## src/rtl/mlp_pkg.sv

```systemverilog
// ============================================================================
//  Module      : mlp_pkg
//  Description : Shared MAC pipeline widths, latency and sequencer states.
//  Revision    : 1.0 - initial release
// ============================================================================
`default_nettype none

package mlp_pkg;

   localparam int OP_W    = 8;
   localparam int PROD_W  = 16;
   localparam int MAC_LAT = 2;

   typedef enum logic [1:0] {
      IDLE   = 2'd0,
      ISSUE  = 2'd1,
      DRAIN  = 2'd2,
      OUTPUT = 2'd3
   } state_t;

endpackage

`default_nettype wire

```

## src/rtl/dot_acc.sv

```systemverilog
// ============================================================================
//  Module      : dot_acc
//  Description : Dot-product accumulator and returned-product counter.
//  Revision    : 1.0 - initial release
// ============================================================================
`default_nettype none

module dot_acc
   import mlp_pkg::*;
#(
   parameter int VEC_LEN = 8,
   parameter int ACC_W   = 24
) (
   input  logic              clk,
   input  logic              rst_n,
   input  logic              i_clear,
   input  logic              i_add,
   input  logic [PROD_W-1:0] i_value,
   output logic [ACC_W-1:0]  o_acc_next,
   output logic              o_last
);

   localparam int CNT_W = $clog2(VEC_LEN + 1);

   logic [ACC_W-1:0] r_acc;
   logic [CNT_W-1:0] r_recv_cnt;
   logic [ACC_W-1:0] w_acc_next;
   logic [CNT_W-1:0] w_cnt_next;

   // Next values include a product arriving this cycle so the final sum can be
   // captured on the same edge that counts the last product.
   assign w_acc_next = i_add ? r_acc + ACC_W'(i_value) : r_acc;
   assign w_cnt_next = i_add ? r_recv_cnt + CNT_W'(1) : r_recv_cnt;
   assign o_acc_next = w_acc_next;
   assign o_last     = (w_cnt_next == CNT_W'(VEC_LEN));

   always_ff @(posedge clk or negedge rst_n) begin
      if (!rst_n) begin
         r_acc      <= '0;
         r_recv_cnt <= '0;
      end else if (i_clear) begin
         r_acc      <= '0;
         r_recv_cnt <= '0;
      end else begin
         r_acc      <= w_acc_next;
         r_recv_cnt <= w_cnt_next;
      end
   end

endmodule

`default_nettype wire

```

## src/rtl/mac_dot_sequencer.sv

```systemverilog
// ============================================================================
//  Module      : mac_dot_sequencer
//  Description : Issues operand pairs to the 2-stage MAC and sums the products.
//  Revision    : 1.0 - initial release
// ============================================================================
`default_nettype none

module mac_dot_sequencer
   import mlp_pkg::*;
#(
   parameter int VEC_LEN = 8,
   parameter int ACC_W   = 24
) (
   input  logic              clk,
   input  logic              rst_n,
   input  logic              start,
   input  logic              in_valid,
   output logic              in_ready,
   input  logic [OP_W-1:0]   in_a,
   input  logic [OP_W-1:0]   in_b,
   output logic              mac_enable,
   output logic [OP_W-1:0]   mac_a,
   output logic [OP_W-1:0]   mac_b,
   input  logic [PROD_W-1:0] mac_result,
   input  logic              mac_done,
   output logic              out_valid,
   input  logic              out_ready,
   output logic [ACC_W-1:0]  out_sum,
   output logic              busy
);

   localparam int CNT_W = $clog2(VEC_LEN + 1);

   state_t           r_state;
   state_t           w_state_next;
   logic [CNT_W-1:0] r_issue_cnt;
   logic             r_out_valid;
   logic [ACC_W-1:0] r_out_sum;

   logic             w_issue_ok;
   logic             w_fire;
   logic             w_clear;
   logic             w_add;
   logic             w_last;
   logic             w_capture;
   logic [ACC_W-1:0] w_acc_next;

   assign w_issue_ok = (r_state == ISSUE) && (r_issue_cnt < CNT_W'(VEC_LEN));
   assign w_fire     = in_valid && w_issue_ok;
   assign w_clear    = (r_state == IDLE) && start;
   // Products arriving outside an active dot product are stale and dropped.
   assign w_add      = mac_done && ((r_state == ISSUE) || (r_state == DRAIN));
   assign w_capture  = (r_state == DRAIN) && w_last;

   assign in_ready   = w_issue_ok;
   assign mac_enable = w_fire;
   assign mac_a      = w_fire ? in_a : '0;
   assign mac_b      = w_fire ? in_b : '0;
   assign out_valid  = r_out_valid;
   assign out_sum    = r_out_sum;
   assign busy       = (r_state != IDLE);

   dot_acc #(
      .VEC_LEN (VEC_LEN),
      .ACC_W   (ACC_W)
   ) u_dot_acc (
      .clk        (clk),
      .rst_n      (rst_n),
      .i_clear    (w_clear),
      .i_add      (w_add),
      .i_value    (mac_result),
      .o_acc_next (w_acc_next),
      .o_last     (w_last)
   );

   always_comb begin
      w_state_next = r_state;
      case (r_state)
         IDLE:    if (start) w_state_next = ISSUE;
         ISSUE:   if (w_fire && (r_issue_cnt == CNT_W'(VEC_LEN - 1))) w_state_next = DRAIN;
         DRAIN:   if (w_last) w_state_next = OUTPUT;
         OUTPUT:  if (out_ready) w_state_next = IDLE;
         default: w_state_next = IDLE;
      endcase
   end

   always_ff @(posedge clk or negedge rst_n) begin
      if (!rst_n) begin
         r_state     <= IDLE;
         r_issue_cnt <= '0;
         r_out_valid <= 1'b0;
         r_out_sum   <= '0;
      end else begin
         r_state <= w_state_next;
         if (w_clear) begin
            r_issue_cnt <= '0;
         end else if (w_fire) begin
            r_issue_cnt <= r_issue_cnt + CNT_W'(1);
         end
         if (w_capture) begin
            r_out_valid <= 1'b1;
            r_out_sum   <= w_acc_next;
         end else if ((r_state == OUTPUT) && out_ready) begin
            r_out_valid <= 1'b0;
         end
      end
   end

endmodule

`default_nettype wire

```

## config.mk

```make
export PLATFORM = sky130hd
export DESIGN_NAME = mac_dot_sequencer
export DESIGN_NICKNAME = d
export VERILOG_FILES = /design/src/rtl/mlp_pkg.sv /design/src/rtl/dot_acc.sv /design/src/rtl/mac_dot_sequencer.sv
export SDC_FILE = /design/constraint.sdc
export NUM_CORES = 1
export LEC_CHECK = 0
export BUFFER_PORTS_ARGS = -buffer_cell sky130_fd_sc_hd__buf_4
export CELL_PAD_IN_SITES_DETAIL_PLACEMENT = 0
export CELL_PAD_IN_SITES_GLOBAL_PLACEMENT = 1
export CORE_MARGIN = 2
export CORE_UTILIZATION = 41
export DETAILED_ROUTE_END_ITERATION = 12
export GPL_TIMING_DRIVEN = 0
export HOLD_SLACK_MARGIN = 0.1
export PLACE_DENSITY = 0.77
export SLEW_MARGIN = 10
export SYNTH_ARGS = -nofsm -noshare
export SYNTH_HDL_FRONTEND = slang
export SYNTH_SLANG_ARGS = --single-unit
```

## constraint.sdc

```tcl
create_clock -name clk -period 2.7 [get_ports clk]
set_input_delay 0.54 -clock clk [delete_from_list [all_inputs] [get_ports clk]]
set_output_delay 0.54 -clock clk [all_outputs]
set_load 0.05 [all_outputs]
```

==> impl_metrics.tcl, run 1 <==
set metrics [dict create \
    ant_nets 0 \
    dr.pass1.iters 4 \
    criticalPathCategory "reg -> reg" \
    synth_area_um2 3558 \
    vias 3254 \
    synth_enable_flop_cells 0 \
    finClkSkew_ns 0.006849 \
    cp.arrival_ns 2.72 \
    overflow 0 \
    path_max_fanout 5 \
    synth_area_per_cell_um2 8.918 \
    grt_max_degree 60 \
    grt_pass1_wl_um 15260 \
    clock-sinks 59 \
    wl_per_cell_um 15.66 \
    max_slew_margin 0.4940 \
    ys_async_sr_fraction 1.000 \
    start_kind "flip-flop" \
    hold_violations 0 \
    final_common_cell "buf_4" \
    syn_nets 461 \
    die_y_um 97.16 \
    vdd_drop_max_v 0.0004584 \
    syn_inst 399 \
    detailed_place_hpwl_um 7126 \
    crit_required_ns 2.91 \
    clock-root-buffer "clkbuf_8" \
    utilization 0.5471 \
    dpl_cell_area_um2 4298 \
    min-delay-path-class "in -> async" \
    clk_latency_ns 0.35 \
    syn_to_final_growth_pct 27.60 \
    design.final.nets 553 \
    routabilityCongestion 0.8592 \
    drc_errors 0 \
    drive_above_1_share 0.2440 \
    yosysWarnings 0 \
    max_freq_mhz 398.8 \
    final.period_utilization 0.9287 \
    cts_buffers 9 \
    htreeDepth 3 \
    tightest_slew_ns 0.7590 \
    tns_ns 0 \
    ys_ff_latch 59 \
    status "completed" \
    core-area_um2 8299 \
    start_util 0.4288 \
    cellLeakagePower_nw 2.208 \
    rows 33 \
    cts_buffer_depth 2 \
    viasPerCell 5.414 \
    grt_pass1_vias 3086 \
    cts_tree "yes" \
    cp-end-kind "flip-flop" \
    period_minus_slack_ns 2.507 \
    grt_usage 0.2011 \
    pwr_density_cell_nw_per_um2 1070 \
    io_buffers 81 \
    ys.flop_type "dfrtp_1" \
    synth.distinct_cells 56 \
    max_cap_violations 0 \
    drt_iter0_drc 126 \
    layoutNonFillerInstCount 601 \
    power_mw 4.857 \
    final_area_um2 4541 \
    num_antenna_cells 0 \
    slew_violations 0 \
    grt_antenna_before_repair 0 \
    die_width_um 97.16 \
    yosysSeqAreaShare 0.4149 \
    drt-total-wl_um 9410 \
    clk_pin_slew_ns 0.08 \
    final_cell_mix "buf_4 (82), dfrtp_1 (59), nand2_1 (46), nor2_1 (46), o21ai_0 (27)" \
    placed_cells 585 \
    dieArea_um2 9440 \
    setup_viol_count_final 0 \
    io_pins 82 \
]
-- metrics by stage --
step                      hold slack (ns)  setup WS (ns)
after global placement             0.4610        -0.3239
after detailed placement           0.4650        -0.4048
after floorplan                    0.2444         0.1999
final                              0.2635         0.1926
after CTS                          0.2896       0.007850
after global routing               0.3268       -0.02591
-- per-layer routing --
| layer | GRT usage | up-vias | part of all wire |
|---|---|---|---|
| met5 | 0 | - | 0 |
| met1 | 0.2756 | 1529 | 0.47 |
| met2 | 0.3152 | 97 | 0.45 |
| met3 | 0.04317 | 10 | 0.062 |
| li1 | - | 1618 | - |
| met4 | 0.07151 | 0 | 0.013 |
-- worst paths after layout --
check | startpoint | endpoint | slack [ns] | cells after the start
worst max-delay path | u_dot_acc.r_acc[3] | out_sum[11] | 0.19 | 7
min in group clk | out_ready | out_valid | 0.48 | 4
worst max register to register | u_dot_acc.r_acc[3] | out_sum[11] | 0.19 | 7
max in group asynchronous | rst_n | u_dot_acc.r_acc[15] | 1.93 | 1
worst min register to register | out_valid | out_valid | 0.48 | 2
worst min-delay path | rst_n | out_sum[12] | 0.26 | 1
-- cell usage after synthesis (all sizes together), types with 5 or more instances --
master | n | area, um^2
o21ai | 30 | 150.1
a211oi | 6 | 45.04
inv | 9 | 33.78
clkbuf | 14 | 52.55
mux2i | 5 | 50.05
nand2 | 47 | 176.4
dfrtp | 59 | 1476
xnor2 | 5 | 43.79
a31oi | 12 | 75.07
or3 | 6 | 37.54
and2 | 22 | 137.6
a21o | 9 | 68.82
nor3 | 5 | 25.02
o31ai | 7 | 52.55
a21oi | 23 | 118.9
ha | 23 | 287.8
nor2 | 46 | 172.7
xor2 | 9 | 78.83
nand3 | 5 | 25.02
buf | 5 | 23.77
nand4 | 9 | 62.56
and3 | 5 | 36.28
-- critical path, stage by stage (launching register included) --
cell and delay [ns]:
dfrtp_1 0.39, ha_1 0.37, a21o_1 0.22, a21oi_2 0.24, a211oi_1 0.17, or2_1 0.30, a221oi_1 0.49, o21ai_0 0.19
-- sequential cells by signal (all words and copies together) (netlist names) --
register and flops:
r_issue_cnt 4, out_valid 1, out_sum 24, u_dot_acc.r_acc 24
u_dot_acc.r_recv_cnt 4, r_state 2
-- what timing repair did --
action / CTS / global route
pin swaps: 0 / 1
hold buffers: 0 / 0
buffers inserted: 0 / 1
resized for setup: 1 / 14
endpoints found under the setup margin: 9 / 29
hold endpoints to repair: 0 / 0
-- cell families (layout without fill, tap and decap cells) --
kind of cell	count (synthesis)	count (layout)	share of synthesized area
xor+xnor	14	14	0.03446
flops	59	59	0.4149
simple gates	157	157	0.2138
fa+ha+maj	24	24	0.08650
mux	7	7	0.02039
buf+inv	28	125	0.03094
compound gates	110	110	0.1990
-- layout make-up --
class	count	area, um^2
Timing Repair Buffer	82	615.6
Multi-Input combinational cell	312	1999
Sequential cell	59	1476
Clock buffer	9	123.9
Tap cell	105	131.4
Inverter	9	33.78
Buffer	18	77.57
Clock inverter	7	82.58
Fill cell	778	3759
-- report_power, final --
part           switching (mW)  internal (mW)  leakage [nW]  total [mW]
Clock                   0.414          0.442         0.105       0.856
Combinational            1.75          0.942          1.31        2.69
Sequential              0.174           1.13         0.790        1.31
Total                    2.34           2.52          2.21        4.86
Note: power is estimated with default switching activity, not from simulation.
==> inputs of run 2 (changes only) <==
--- a/config.mk
+++ b/config.mk
@@ -5,15 +5,17 @@
 export SDC_FILE = /design/constraint.sdc
 export NUM_CORES = 1
 export LEC_CHECK = 0
+export ABC_AREA = 1
 export BUFFER_PORTS_ARGS = -buffer_cell sky130_fd_sc_hd__buf_4
 export CELL_PAD_IN_SITES_DETAIL_PLACEMENT = 0
 export CELL_PAD_IN_SITES_GLOBAL_PLACEMENT = 1
 export CORE_MARGIN = 2
-export CORE_UTILIZATION = 41
+export CORE_UTILIZATION = 39
 export DETAILED_ROUTE_END_ITERATION = 12
 export GPL_TIMING_DRIVEN = 0
 export HOLD_SLACK_MARGIN = 0.1
 export PLACE_DENSITY = 0.77
+export SETUP_SLACK_MARGIN = 0.5
 export SLEW_MARGIN = 10
 export SYNTH_ARGS = -nofsm -noshare
 export SYNTH_HDL_FRONTEND = slang
==> run 2 against run 1 <==
Critical path depth up 2. Wire length up 18%. Global-route usage up 1.1 points. First-iteration DRC count down 11%. Register-to-register slack better by 0.45 ns. Sequential share of layout area down 4.9 points. Maximum frequency up 11%. Largest power group unchanged. Highest routed layer unchanged.
==> impl_metrics.tcl, run 2 <==
set metrics [dict create \
    status "completed" \
    synth.distinct_cells 36 \
    ant_nets 0 \
    setup_ws_ns 0.4378 \
    slew_violations 0 \
    ys.flop_type "dfrtp_1" \
    syn_inst 566 \
    r2r_start "r_state[1]" \
    min-delay-path-class "in -> async" \
    cp_cell_sequence "inv_2 > ha_4 > inv_4 > nor2_4 > nand2_2 > clkbuf_16 > clkbuf_16 > nor2_4 > buf_8" \
    synth_enable_flop_cells 0 \
    grt_usage 0.2116 \
    rows 36 \
    core-area_um2 9729 \
    setup_viol_count_final 0 \
    synth_area_per_cell_um2 6.873 \
    pwr-share-comb 0.597 \
    cell_internal_pwr_mw 2.986 \
    pwr_density_cell_nw_per_um2 1093 \
    synth_area_um2 3890 \
    syn_to_final_growth_pct 37.66 \
    post-place-ws_ns 0.2151 \
    synth.area.top_cells "dfrtp_1 (38%), nand2_1 (20%), ha_1 (7.4%), inv_1 (7.3%), nor2_1 (6.3%)" \
    cp-end-kind "primary output" \
    seqPwrFrac 0.246 \
    start_util 0.3998 \
    num_antenna_cells 0 \
    critPathBufInv 5 \
    path_max_fanout 8 \
    design.final.nets 733 \
    finClkSkew_ns 0.008575 \
    grt_pass1_wl_um 18240 \
    crit_start "r_state[1]" \
    final.period_utilization 0.8378 \
    grt_antenna_before_repair 0 \
    tns_ns 0 \
    tightest_slew_ns 0.7735 \
    grt_max_degree 60 \
    cellLeakagePower_nw 2.898 \
    drc_errors 0 \
    grt_pass1_vias 3758 \
    max_cap_violations 0 \
    crit_required_ns 2.16 \
    vias 3882 \
    die_width_um 103.9 \
    dr.pass1.iters 4 \
    max_stage_delay_ns 0.39 \
    clock-sinks 59 \
    vdd_drop_max_v 0.0005886 \
    hold_violations 0 \
    yosysWarnings 0 \
    drt_iter0_drc 112 \
    cts_buffer_depth 2 \
    viasPerCell 4.799 \
    switching_share 0.4900 \
    start_kind "flip-flop" \
    final_common_cell "nand2_1" \
    critPathTopFamily "buffers and inverters" \
    max_freq_mhz 442.0 \
    drive_above_1_share 0.2470 \
    final_cell_mix "nand2_1 (200), buf_4 (80), inv_1 (73)" \
    routabilityCongestion 0.8753 \
    yosysTopAreaCellShare 0.3795 \
    synth_most_common_cell "nand2_1" \
    period_minus_slack_ns 2.262 \
    clk_pin_slew_ns 0.06 \
    dieArea_um2 10790 \
    power_frac_clock 0.157 \
    io_pins 82 \
    htreeDepth 3 \
    crit_slowest_cell "dfrtp_1" \
    ys_async_sr_fraction 1.000 \
    io_buffers 81 \
    detailed_place_hpwl_um 8337 \
    wl_per_cell_um 13.68 \
    ys_ff_latch 59 \
    holdBufCountCts 0 \
    criticalPathCategory "reg -> out" \
    cp.arrival_ns 1.72 \
    overflow 0 \
    synth_top_cells_by_count "nand2_1 (203), inv_1 (76), nor2_1 (65)" \
    p_switching_mw 2.869 \
    cts_tree "yes" \
    die_y_um 103.9 \
    yosysTopAreaCell "dfrtp_1" \
    syn_nets 628 \
    drt-total-wl_um 11070 \
    cts_buffers 9 \
    clk_latency_ns 0.34 \
    yosysSeqAreaShare 0.3795 \
    max_slew_margin 0.4843 \
    rsz0062_at_grt "yes" \
    clock-root-buffer "clkbuf_8" \
]
[run 2: final timing paths]
check,endpoint,slack [ns],depth (start not counted)
max,mac_a[4],0.44,9
min,u_dot_acc.r_acc[11],0.26,1
max reg2reg,out_sum[14],0.64,13
min reg2reg,out_sum[17],0.48,2
max in group asynchronous,r_state[0],1.88,1
min in group clk,out_valid,0.46,4
[run 2: layout make-up]
type,count,area [um^2]
well taps,133,166.4
clock buffers,12,145.1
clock inverters,4,73.82
multi-input cells,416,2247
plain buffers,13,138.9
flip-flops and latches,59,1478
fillers,1002,4374
inverters,78,305.3
repair buffers,94,800.8
[run 2: per-stage QoR]
stage	utilization	hold WS (ns)	std cells	cell area, um^2	power (mW)
4_1_cts	0.5324	0.3087	803	5180	5.714
3_5_place_dp	0.4942	0.4676	780	4808	4.672
2_1_floorplan	-	0.2444	566	4034	3.782
3_3_place_gp	0.4942	0.4633	780	4808	4.640
5_1_grt	0.5504	0.3362	809	5355	6.352
6_report	0.5504	0.2570	809	5355	5.856
[run 2: repair_timing]
action,CTS,global route
setup buffers,6,5
cloned,1,1
pin swaps,3,3
setup endpoints to repair,31,44
gates resized for setup,22,27
[run 2: per-layer routing]
metal,up-vias,routed length (um),global-route usage
met1,1791,5084,0.2825
li1,1984,-,-
met5,-,0,0
met3,20,444,0.02945
met2,87,5298,0.3543
met4,0,240,0.07046
[run 2: worst register-to-register path: cells and delay by family, from the launching register on]
kind,cells,cell delay [ns]
flops,1,0.36
compound gates,1,0.07
simple gates,7,0.80
fa+ha+maj,1,0.27
buf+inv,4,0.49
[run 2: cell families after synthesis]
family / count (synthesis) / synth area share
simple gates: 334 / 0.3561
xor+xnor: 4 / 0.01287
flops: 59 / 0.3795
mux: 1 / 0.002573
compound gates: 53 / 0.07269
buf+inv: 91 / 0.09713
fa+ha+maj: 24 / 0.07913
[run 2: power by group through the flow]
| stage | registers [mW] | logic, mW | clock network, mW |
|---|---|---|---|
| 2_1_floorplan | 1.82 | 1.96 | 0 |
| 3_3_place_gp | 1.43 | 3.21 | 0 |
| 3_5_place_dp | 1.44 | 3.23 | 0 |
| 4_1_cts | 1.43 | 3.34 | 0.940 |
| 5_1_grt | 1.48 | 3.89 | 0.984 |
| 6_report | 1.44 | 3.49 | 0.921 |
==> inputs of run 3 (changes only) <==
--- a/config.mk
+++ b/config.mk
@@ -10,11 +10,11 @@
 export CELL_PAD_IN_SITES_DETAIL_PLACEMENT = 0
 export CELL_PAD_IN_SITES_GLOBAL_PLACEMENT = 1
 export CORE_MARGIN = 2
-export CORE_UTILIZATION = 39
+export CORE_UTILIZATION = 35
 export DETAILED_ROUTE_END_ITERATION = 12
 export GPL_TIMING_DRIVEN = 0
 export HOLD_SLACK_MARGIN = 0.1
-export PLACE_DENSITY = 0.77
+export PLACE_DENSITY = 0.72
 export SETUP_SLACK_MARGIN = 0.5
 export SLEW_MARGIN = 10
 export SYNTH_ARGS = -nofsm -noshare
==> constraint.sdc (replaced) <==
create_clock -name clk -period 1.9 [get_ports clk]
set_input_delay 0.38 -clock clk [delete_from_list [all_inputs] [get_ports clk]]
set_output_delay 0.38 -clock clk [all_outputs]
set_load 0.05 [all_outputs]
==> run 3 against run 2 <==
The flow now finishes with violations (setup timing). Clock skew is 0.00052 ns higher. Non-clock buffer count is 33 higher. Die area is 11% higher. Sequential share of layout area is 5.9 points lower. Global-route usage is 0.71 points lower. Clock-buffer cell count is 1 higher. Register-to-register slack worse by 0.79 ns. Wire length is 13% higher. Final area is 28% higher. Clock power is 2.4% higher. Core utilization is 8.0 points higher. Combinational power is 120% higher. Critical endpoint is now mac_a[6]. Highest routed layer unchanged.
==> impl_metrics.tcl, run 3 (synthesis gave the netlist of run 2 again) <==
set metrics [dict create \
    status "complete, but fails checks" \
    violations "setup timing" \
    grt_usage 0.2045 \
    final_area_um2 6832 \
    dr.pass1.iters 4 \
    num_antenna_cells 0 \
    drive_above_1_share 0.5451 \
    grtUsageMet1 0.2657 \
    cp-end-kind "primary output" \
    grt_max_degree 60 \
    clk_pin_slew_ns 0.06 \
    cts_buffer_depth 2 \
    final.period_utilization 1.112 \
    dieArea_um2 11970 \
    final_common_cell "nand2_1" \
    drt_iter0_drc 131 \
    dpl_cell_area_um2 5205 \
    grt_busiest_layer "met2" \
    met3_usage 0.04149 \
    die_width_um 109.4 \
    vias 4075 \
    pwr_density_cell_nw_per_um2 1593 \
    viasPerCell 4.794 \
    grt_antenna_before_repair 0 \
    criticalPathCategory "reg -> out" \
    holdBufCountCts 0 \
    crit_start "r_state[1]" \
    max_stage_delay_ns 0.39 \
    crit_slowest_cell "dfrtp_1" \
    finClkSkew_ns 0.009097 \
    setup_viol_count_final 43 \
    clock-root-buffer "clkbuf_8" \
    design.final.nets 767 \
    tightest_slew_ns 0.7666 \
    crit_required_ns 1.52 \
    cellLeakagePower_nw 3.379 \
    rsz0062_at_grt "yes" \
    routabilityCongestion 0.8939 \
    die_y_um 109.4 \
    io_pins 82 \
    path_max_fanout 5 \
    post-place-ws_ns -0.3261 \
    wl_per_cell_um 14.70 \
    cp.arrival_ns 1.73 \
    rows 38 \
    met2_usage 0.3479 \
    r2r_start "r_state[1]" \
    power_mw 10.88 \
    start_kind "flip-flop" \
    clk_latency_ns 0.33 \
    final_cell_mix "nand2_1 (129), buf_4 (89), inv_1 (57)" \
    setup_ws_ns -0.2127 \
    max_cap_violations 0 \
    rr_worst_depth 13 \
    drt-total-wl_um 12490 \
    max_slew_margin 0.4889 \
    hold_violations 0 \
    critPathTopFamily "buffers and inverters" \
    ant_nets 0 \
    period_minus_slack_ns 2.113 \
    io_buffers 81 \
    vdd_drop_max_v 0.0009229 \
    core-area_um2 10840 \
    detailed_place_hpwl_um 8791 \
    grt_pass1_wl_um 18880 \
    cts_buffers 9 \
    clock-sinks 59 \
    worst-r2r-setup-slack_ns -0.15 \
    start_util 0.3588 \
    overflow 0 \
    n_fill_cell 960 \
    min-delay-path-class "in -> async" \
    cts_tree "yes" \
    htreeDepth 3 \
    critPathBufInv 5 \
    drc_errors 0 \
    cp_cell_sequence "inv_2 > ha_4 > inv_2 > nor2_4 > nand2_2 > clkbuf_16 > clkbuf_16 > nor2_4 > buf_8" \
    worst_r2r_endpoint "out_sum[21]" \
    slew_violations 0 \
    syn_to_final_growth_pct 75.62 \
    grt_pass1_vias 3959 \
    max_freq_mhz 473.3 \
]
==> run 3: worst max-delay path by stage <==
stage	to	slack, ns	cells past startpoint
2_1_floorplan	mac_a[4]	-0.19	8
3_3_place_gp	out_sum[13]	-0.30	12
3_5_place_dp	out_sum[13]	-0.33	12
4_1_cts	mac_a[6]	-0.20	9
5_1_grt	mac_a[6]	-0.29	9
6_report	mac_a[6]	-0.21	9
==> run 3: final cells by class <==
class	instances	area, um^2	share of cell area
timing repair inverter	1	3.754	0.0005495
multi-input combinational	416	3286	0.4810
buffer	13	198.9	0.02912
tap	140	175.2	0.02564
clock buffer	13	138.9	0.02033
clock inverter	3	15.01	0.002198
inverter	78	315.3	0.04615
timing repair buffer	127	1217	0.1782
sequential	59	1481	0.2168
==> run 3: what timing repair did <==
action	4_1_cts	5_1_grt
gates cloned	3	5
setup buffers	25	14
resized for setup	106	176
endpoints found under the setup margin	77	78
pin swaps	36	71
==> run 3: per-layer routing <==
| layer | vias to the layer above | wire length, um |
|---|---|---|
| li1 | 2044 | - |
| met1 | 1968 | 5732 |
| met2 | 54 | 6236 |
| met3 | 9 | 437 |
| met4 | 0 | 87 |
| met5 | - | 0 |
==> run 3: worst register-to-register path: stages, from the launching register on <==
cell       delay, ns
dfrtp_1         0.37
inv_2           0.07
buf_4           0.14
ha_4            0.28
nand2_4         0.07
or2_1           0.22
o21ai_2         0.07
nand2_2         0.08
nor2_4          0.14
nand3_4         0.18
inv_8           0.14
clkbuf_16       0.15
nand2_1         0.05
nand2_1         0.05
==> run 3: power by group <==
part           switching [mW]  leakage [nW]  internal, mW
Clock                   0.475        0.0812         0.468
Sequential              0.464         0.767          1.73
Combinational            4.39          2.53          3.35
==> run 3: metrics by stage <==
step	hold WS, ns	setup TNS (ns)	instances	util
2_1_floorplan	0.08441	-3.705	566	-
3_3_place_gp	0.4668	-6.694	787	0.4801
3_5_place_dp	0.4666	-7.639	787	0.4801
4_1_cts	0.1427	-6.847	831	0.5532
5_1_grt	0.1534	-10.67	850	0.6302
6_report	0.1059	-5.892	850	0.6302
